`src/rtl/cci_mpf_prim_fifo_bram_prefetch.sv`:
```
// cci_mpf_prim_fifo_bram_prefetch
//   BRAM-backed FIFO with a small register prefetch buffer in front of the
//   RAM read port. `first` comes straight from a register. Steady-state
//   throughput is one entry per cycle for any RAM read latency.
//
//   Optional build macro CCI_MPF_PRIM_FIFO_BRAM_CHECK_EN adds simulation-only
//   protocol checks: enqueue when full, dequeue when empty, and prefetch
//   credit overflow. Synthesized logic is identical with or without it.
//
//   cci_mpf_prim_ram_simple, the simple dual-port RAM primitive, lives in
//   this file too, so the block is self-contained.

// Simple dual-port RAM: one write port and one read port.
// Read latency is 1 + N_OUTPUT_REG_STAGES cycles.
module cci_mpf_prim_ram_simple
  #(
    parameter int N_ENTRIES = 32,
    parameter int N_DATA_BITS = 64,
    parameter int N_OUTPUT_REG_STAGES = 0
    )
   (
    input  logic clk,
    input  logic wen,
    input  logic [$clog2(N_ENTRIES)-1:0] waddr,
    input  logic [N_DATA_BITS-1:0] wdata,
    input  logic [$clog2(N_ENTRIES)-1:0] raddr,
    output logic [N_DATA_BITS-1:0] rdata
    );

    logic [N_DATA_BITS-1:0] mem [N_ENTRIES];
    logic [N_DATA_BITS-1:0] pipe [N_OUTPUT_REG_STAGES+1];

    // Write port, registered read, then optional output register stages.
    always_ff @(posedge clk) begin
        if (wen) mem[waddr] <= wdata;
        pipe[0] <= mem[raddr];
        for (int i = 1; i <= N_OUTPUT_REG_STAGES; i++) pipe[i] <= pipe[i-1];
    end

    assign rdata = pipe[N_OUTPUT_REG_STAGES];

endmodule


module cci_mpf_prim_fifo_bram_prefetch
  #(
    parameter int N_ENTRIES = 32,
    parameter int N_DATA_BITS = 64,
    parameter int N_OUTPUT_REG_STAGES = 0,
    parameter int N_MIN_FREE_ENTRIES = 2
    )
   (
    input  logic clk,
    input  logic reset,

    input  logic [N_DATA_BITS-1:0] enq_data,
    input  logic enq_en,
    output logic notFull,
    output logic almostFull,

    output logic [N_DATA_BITS-1:0] first,
    input  logic deq_en,
    output logic notEmpty
    );

    localparam int L = 1 + N_OUTPUT_REG_STAGES;
    localparam int PF_DEPTH = L + 1;
    localparam int AW = $clog2(N_ENTRIES);
    localparam int PW = $clog2(PF_DEPTH);
    // Wide enough for pf_count + inflight without overflow.
    localparam int CW = $clog2(PF_DEPTH + 1) + 1;

    typedef logic [AW-1:0] ptr_t;
    typedef logic [AW:0]   used_t;
    typedef logic [CW-1:0] cnt_t;

    ptr_t  wr_ptr, rd_ptr;
    used_t ram_used, ram_used_next;
    logic  [L-1:0] vld_pipe, vld_pipe_next;
    cnt_t  pf_count, pf_count_next;
    cnt_t  inflight, credit;
    logic  [PW-1:0] pf_widx;
    logic  [N_DATA_BITS-1:0] pf_data [PF_DEPTH];
    logic  [N_DATA_BITS-1:0] rdata;
    logic  issue, push, pop;
    logic  not_full_q, almost_full_q;

    cci_mpf_prim_ram_simple
      #(
        .N_ENTRIES(N_ENTRIES),
        .N_DATA_BITS(N_DATA_BITS),
        .N_OUTPUT_REG_STAGES(N_OUTPUT_REG_STAGES)
        )
      ram
       (
        .clk(clk),
        .wen(enq_en),
        .waddr(wr_ptr),
        .wdata(enq_data),
        .raddr(rd_ptr),
        .rdata(rdata)
        );

    // Issue/capture decisions and next-state counters.
    //   ram_used doubles as the "ready to issue" count. A write in the current
    //   cycle only shows up in it after the edge, so a slot is never read in
    //   the cycle it is written.
    //   The prefetch credit counts buffered entries plus reads in flight. A
    //   dequeue this cycle frees its slot for the issue decision. This is what
    //   lets PF_DEPTH = L+1 cover the whole issue-to-pop loop without bubbles.
    always_comb begin
        inflight = '0;
        for (int i = 0; i < L; i++) inflight = inflight + cnt_t'(vld_pipe[i]);

        pop  = deq_en && (pf_count != '0);
        push = vld_pipe[L-1];

        credit = pf_count + inflight - cnt_t'(pop);
        issue  = (ram_used != '0) && (credit < cnt_t'(PF_DEPTH));

        vld_pipe_next    = vld_pipe << 1;
        vld_pipe_next[0] = issue;

        ram_used_next = ram_used + used_t'(enq_en) - used_t'(issue);
        pf_count_next = pf_count + cnt_t'(push) - cnt_t'(pop);

        // The new entry lands just behind whatever survives this cycle's pop.
        pf_widx = PW'(pf_count - cnt_t'(pop));
    end

    // Pointers, occupancy, the in-flight valid pipe and the registered flags.
    always_ff @(posedge clk) begin
        if (reset) begin
            wr_ptr        <= '0;
            rd_ptr        <= '0;
            ram_used      <= '0;
            vld_pipe      <= '0;
            pf_count      <= '0;
            not_full_q    <= 1'b1;
            almost_full_q <= 1'b0;
        end else begin
            if (enq_en) wr_ptr <= wr_ptr + ptr_t'(1);
            if (issue)  rd_ptr <= rd_ptr + ptr_t'(1);
            ram_used      <= ram_used_next;
            vld_pipe      <= vld_pipe_next;
            pf_count      <= pf_count_next;
            not_full_q    <= (ram_used_next != used_t'(N_ENTRIES));
            almost_full_q <= ((used_t'(N_ENTRIES) - ram_used_next) <=
                              used_t'(N_MIN_FREE_ENTRIES));
        end
    end

    // Prefetch buffer data: slot 0 is the head. A pop shifts the entries
    // down, and a capture writes the returning RAM data behind them.
    always_ff @(posedge clk) begin
        if (pop) begin
            for (int i = 0; i < PF_DEPTH - 1; i++) pf_data[i] <= pf_data[i+1];
        end
        if (push) pf_data[pf_widx] <= rdata;
    end

    assign first      = pf_data[0];
    assign notEmpty   = (pf_count != '0);
    assign notFull    = not_full_q;
    assign almostFull = almost_full_q;

`ifdef CCI_MPF_PRIM_FIFO_BRAM_CHECK_EN
    // Protocol and internal credit checks, active outside reset.
    always @(posedge clk) begin
        if (!reset) begin
            if (enq_en && !notFull) $fatal(1, "enq to full FIFO");
            if (deq_en && !notEmpty) $fatal(1, "deq from empty FIFO");
            if ((pf_count + inflight) > cnt_t'(PF_DEPTH))
                $fatal(1, "prefetch credit overflow");
        end
    end
`else
`endif

endmodule

```
`config.mk`:
```
export PLATFORM = sky130hd
export DESIGN_NAME = cci_mpf_prim_fifo_bram_prefetch
export DESIGN_NICKNAME = d
export VERILOG_FILES = /design/src/rtl/cci_mpf_prim_fifo_bram_prefetch.sv
export SDC_FILE = /design/constraint.sdc
export NUM_CORES = 2
export LEC_CHECK = 0
export CORE_ASPECT_RATIO = 1.5
export CORE_UTILIZATION = 62
export CTS_CLUSTER_DIAMETER = 200
export DETAILED_ROUTE_END_ITERATION = 8
export PLACE_DENSITY = 0.75
export SYNTH_ARGS = -nofsm -noshare
export SYNTH_HDL_FRONTEND = slang
export SYNTH_SLANG_ARGS = --single-unit
```
`constraint.sdc`:
```
create_clock -name clk -period 11.95 [get_ports clk]
set_input_delay 2.39 -clock clk [delete_from_list [all_inputs] [get_ports clk]]
set_output_delay 2.39 -clock clk [all_outputs]
set_load 0.05 [all_outputs]
```
==> load_flow_metrics.sql <==
INSERT INTO impl_metrics (metric_group, metric, value, unit) VALUES
('pwr', 'p_per_cell_area', '196', 'nW/um^2'),
('worst_setup_path', 'critPathCaptureType', 'flip-flop', ''),
('floorplan', 'fp.coreArea', '136000', 'um^2'),
('detailed_routing', 'routedLengthMet1', '67.9', 'mm'),
('detailed_routing', 'dr_total_vias', '38600', ''),
('clocking', 'clock_tree_from_tritoncts', 'yes', ''),
('clocking', 'postCtsSetupRepairBufs', '0', ''),
('place', 'gp_congestion', '0.823', ''),
('cells_and_area', 'finish.net_count', '3795', ''),
('timing', 'finalHoldWorstSlack', '415', 'ps'),
('cells_and_area', 'mostFrequentLayoutCells', '2176 x sky130_fd_sc_hd__edfxtp_1, 597 x sky130_fd_sc_hd__mux4_2, 196 x sky130_fd_sc_hd__clkbuf_16, 142 x sky130_fd_sc_hd__mux2_2, 134 x sky130_fd_sc_hd__clkdlybuf4s50_1', ''),
('logic_synthesis', 'synth.area.top_cells', 'sky130_fd_sc_hd__edfxtp_1 77%, sky130_fd_sc_hd__mux4_2 16%, sky130_fd_sc_hd__dfxtp_1 2.1%', ''),
('timing', 'slew_headroom', '0.0654', ''),
('clocking', 'hold_buffers', '0', ''),
('run', 'drv_cap', '0', ''),
('floorplan', 'placementRows', '166', ''),
('place', 'numPlacedInstances', '5281', ''),
('pwr', 'vdd_ir_drop_max', '0.211', 'mV'),
('global_routing', 'grt_overflow', '0', ''),
('logic_synthesis', 'portion_of_synthesized_cell_area_occupied_by_the_leading_cell_type', '0.769', ''),
('clocking', 'clock_path_buffers', '3', ''),
('cells_and_area', 'post_layout_nonfiller_instances', '5634', ''),
('clocking', 'level_count_of_the_clock_h_tree', '4', ''),
('worst_setup_path', 'worst_stage_delay_on_the_critical_path', '530', 'ps'),
('hold_path', 'worstHoldPathType', 'reg -> reg', ''),
('logic_synthesis', 'count_of_flip_flops_with_a_built_in_enable_after_synthesis', '2176', ''),
('timing', 'drv_slew', '0', ''),
('detailed_routing', 'drtIter0Drc', '4402', ''),
('floorplan', 'num_io_pins', '135', ''),
('logic_synthesis', 'synth_ff_type', 'sky130_fd_sc_hd__edfxtp_1', ''),
('floorplan', 'fp.dieArea', '139000', 'um^2'),
('clocking', 'tritoncts.num_buffers', '190', ''),
('logic_synthesis', 'yosys_register_bits', '2267', ''),
('logic_synthesis', 'seq_area_frac_synth', '0.790', ''),
('floorplan', 'die_x', '304', 'um'),
('cells_and_area', 'synthToLayoutAreaGrowth', '11.8', '%'),
('detailed_routing', 'drcViolationCount', '0', ''),
('cells_and_area', 'mostFrequentLayoutCell', 'sky130_fd_sc_hd__edfxtp_1', ''),
('worst_setup_path', 'category_of_cells_accounting_for_the_largest_share_of_critical_path_delay', 'adder cells', ''),
('logic_synthesis', 'syn-mean-instance-area', '24.6', 'um^2'),
('clocking', 'cts.reportedPaths.clkPinSlew', '70', 'ps'),
('place', 'dpl.hpwl', '111', 'mm'),
('outcome', 'run_status', 'completed', ''),
('timing', 'timing.final.crit_period', '5780', 'ps'),
('place', 'portBuffers', '134', ''),
('timing', 'final_setup_viols', '0', ''),
('logic_synthesis', 'syn_nets', '3547', ''),
('worst_setup_path', 'crit_path_start_kind', 'input pin', ''),
('logic_synthesis', 'synth-warning-count', '0', ''),
('worst_setup_path', 'timing.critical_path.fanout_max', '6', ''),
('place', 'dpl_cell_area', '88700', 'um^2'),
('logic_synthesis', 'netlist.top_cell.by_area', 'sky130_fd_sc_hd__edfxtp_1', ''),
('global_routing', 'grt_antenna_before_repair', '10', ''),
('detailed_routing', 'met3_length', '14.1', 'mm'),
('timing', 'rsz_0062_raised_after_global_routing', 'false', ''),
('floorplan', 'initial_core_util', '0.624', ''),
('worst_setup_path', 'worst_path_max_delay_cell', 'sky130_fd_sc_hd__clkdlybuf4s50_1', ''),
('detailed_routing', 'met2WireLength', '106', 'mm'),
('pwr', 'power.leakage', '28.9', 'nW'),
('clocking', 'cts_num_sinks', '2267', ''),
('logic_synthesis', 'synthesis.instances', '3461', ''),
('floorplan', 'die_height', '455', 'um'),
('detailed_routing', 'post_drt_wl_per_cell', '35.5', 'um'),
('global_routing', 'grt_pass1_vias', '40100', ''),
('detailed_routing', 'drt_first_pass_iters', '5', ''),
('timing', 'hold_fails_final_rpt', '0', ''),
('logic_synthesis', 'ys_async_sr_fraction', '0', ''),
('worst_setup_path', 'critical_path.cell_chain', 'clkdlybuf4s50_1 > and2_1 > ha_1 > inv_1 > ha_1 > inv_1 > fa_1 > xnor3_1 > and3_1 > nand2b_1 > nand2_1 > ha_1 > inv_1 > fa_1 > ha_1 > a21oi_1 > nand2_1 > or3_1 > o22ai_1', ''),
('clocking', 'clk_latency', '830', 'ps'),
('worst_setup_path', 'timing.critical_path.arrival', '6530', 'ps'),
('clocking', 'library_cell_used_as_clock_root_buffer', 'sky130_fd_sc_hd__clkbuf_16', '');
-- area by class of cell --
type                       instances  area [um^2]
clock inverter                    65          682
antenna                            3         7.51
timing repair buffer             228         2100
inverter                          23         86.3
multi-input combinational        999        17200
tap                             1764         2210
sequential                      2267        67200
fill                            7763        41300
clock buffer                     285         5560
-- power breakdown --
part	total, W	switching [W]	internal [W]
logic	0.00310	0.00173	0.00138
clock network	0.00622	0.00273	0.00349
registers	0.00928	0.000205	0.00908
total	0.0186	0.00466	0.0140
-- through the flow --
step,power (W),util,setup slack [ps]
2_1_floorplan,0.0116,-,2400
6_report,0.0186,0.697,6170
4_1_cts,0.0187,0.697,6200
3_3_place_gp,0.0125,0.651,5280
5_1_grt,0.0191,0.697,5890
3_5_place_dp,0.0126,0.651,5310
-- synth_stat cells (all sizes together), types with 6 or more instances --
cell type and n:
buf 85, xnor2 6, nor3 14, mux2 142
clkbuf 87, nand2 17, o22ai 23, a221o 18
inv 23, nor2 49, ha 16, edfxtp 2176
nand4 6, nand2b 7, xor2 6, a21oi 9
mux2i 50, mux4 597, dfxtp 91
-- cell families (layout without fill, tap and decap cells) --
family | after synthesis | in the layout | share of synthesized area
flops | 2267 | 2267 | 0.790
other cells | 0 | 3 | 0
fa+ha+maj | 18 | 18 | 0.00283
compound gates | 59 | 59 | 0.00508
buf+inv | 195 | 601 | 0.0105
simple gates | 120 | 120 | 0.00679
mux | 789 | 789 | 0.183
xor+xnor | 13 | 13 | 0.00150
-- metal layers --
layer	GRT usage	vias to the layer above
met2	0.512	2148
met1	0.360	20700
met3	0.0433	443
met5	0	-
li1	-	15300
met4	0.157	6
-- sequential cells by signal, summed over array words and instances (netlist names), named ones only --
| signal | cells |
|---|---|
| almostFull | 1 |
| wr_ptr | 5 |
| notFull | 1 |
| pf_data | 128 |
| ram_used | 6 |
| ram.mem | 2048 |
| pf_count | 3 |
| rd_ptr | 5 |
| push | 1 |
| ram.pipe | 64 |
-- worst paths after layout --
path / start / endpoint / slack [ps] / cells past startpoint
max: deq_en / almostFull$_SDFF_PP0_ / 6170 / 19
min: ram.pipe[0][63]$_DFF_P_ / pf_data[1][63]$_DFFE_PP_ / 410 / 0
max reg2reg: flip-flop / ram.pipe[0][50]$_DFF_P_ / 7080 / 6
min reg2reg: ram.pipe[0][63]$_DFF_P_ / pf_data[1][63]$_DFFE_PP_ / 410 / 0
Note: power is estimated with default switching activity, not from simulation.
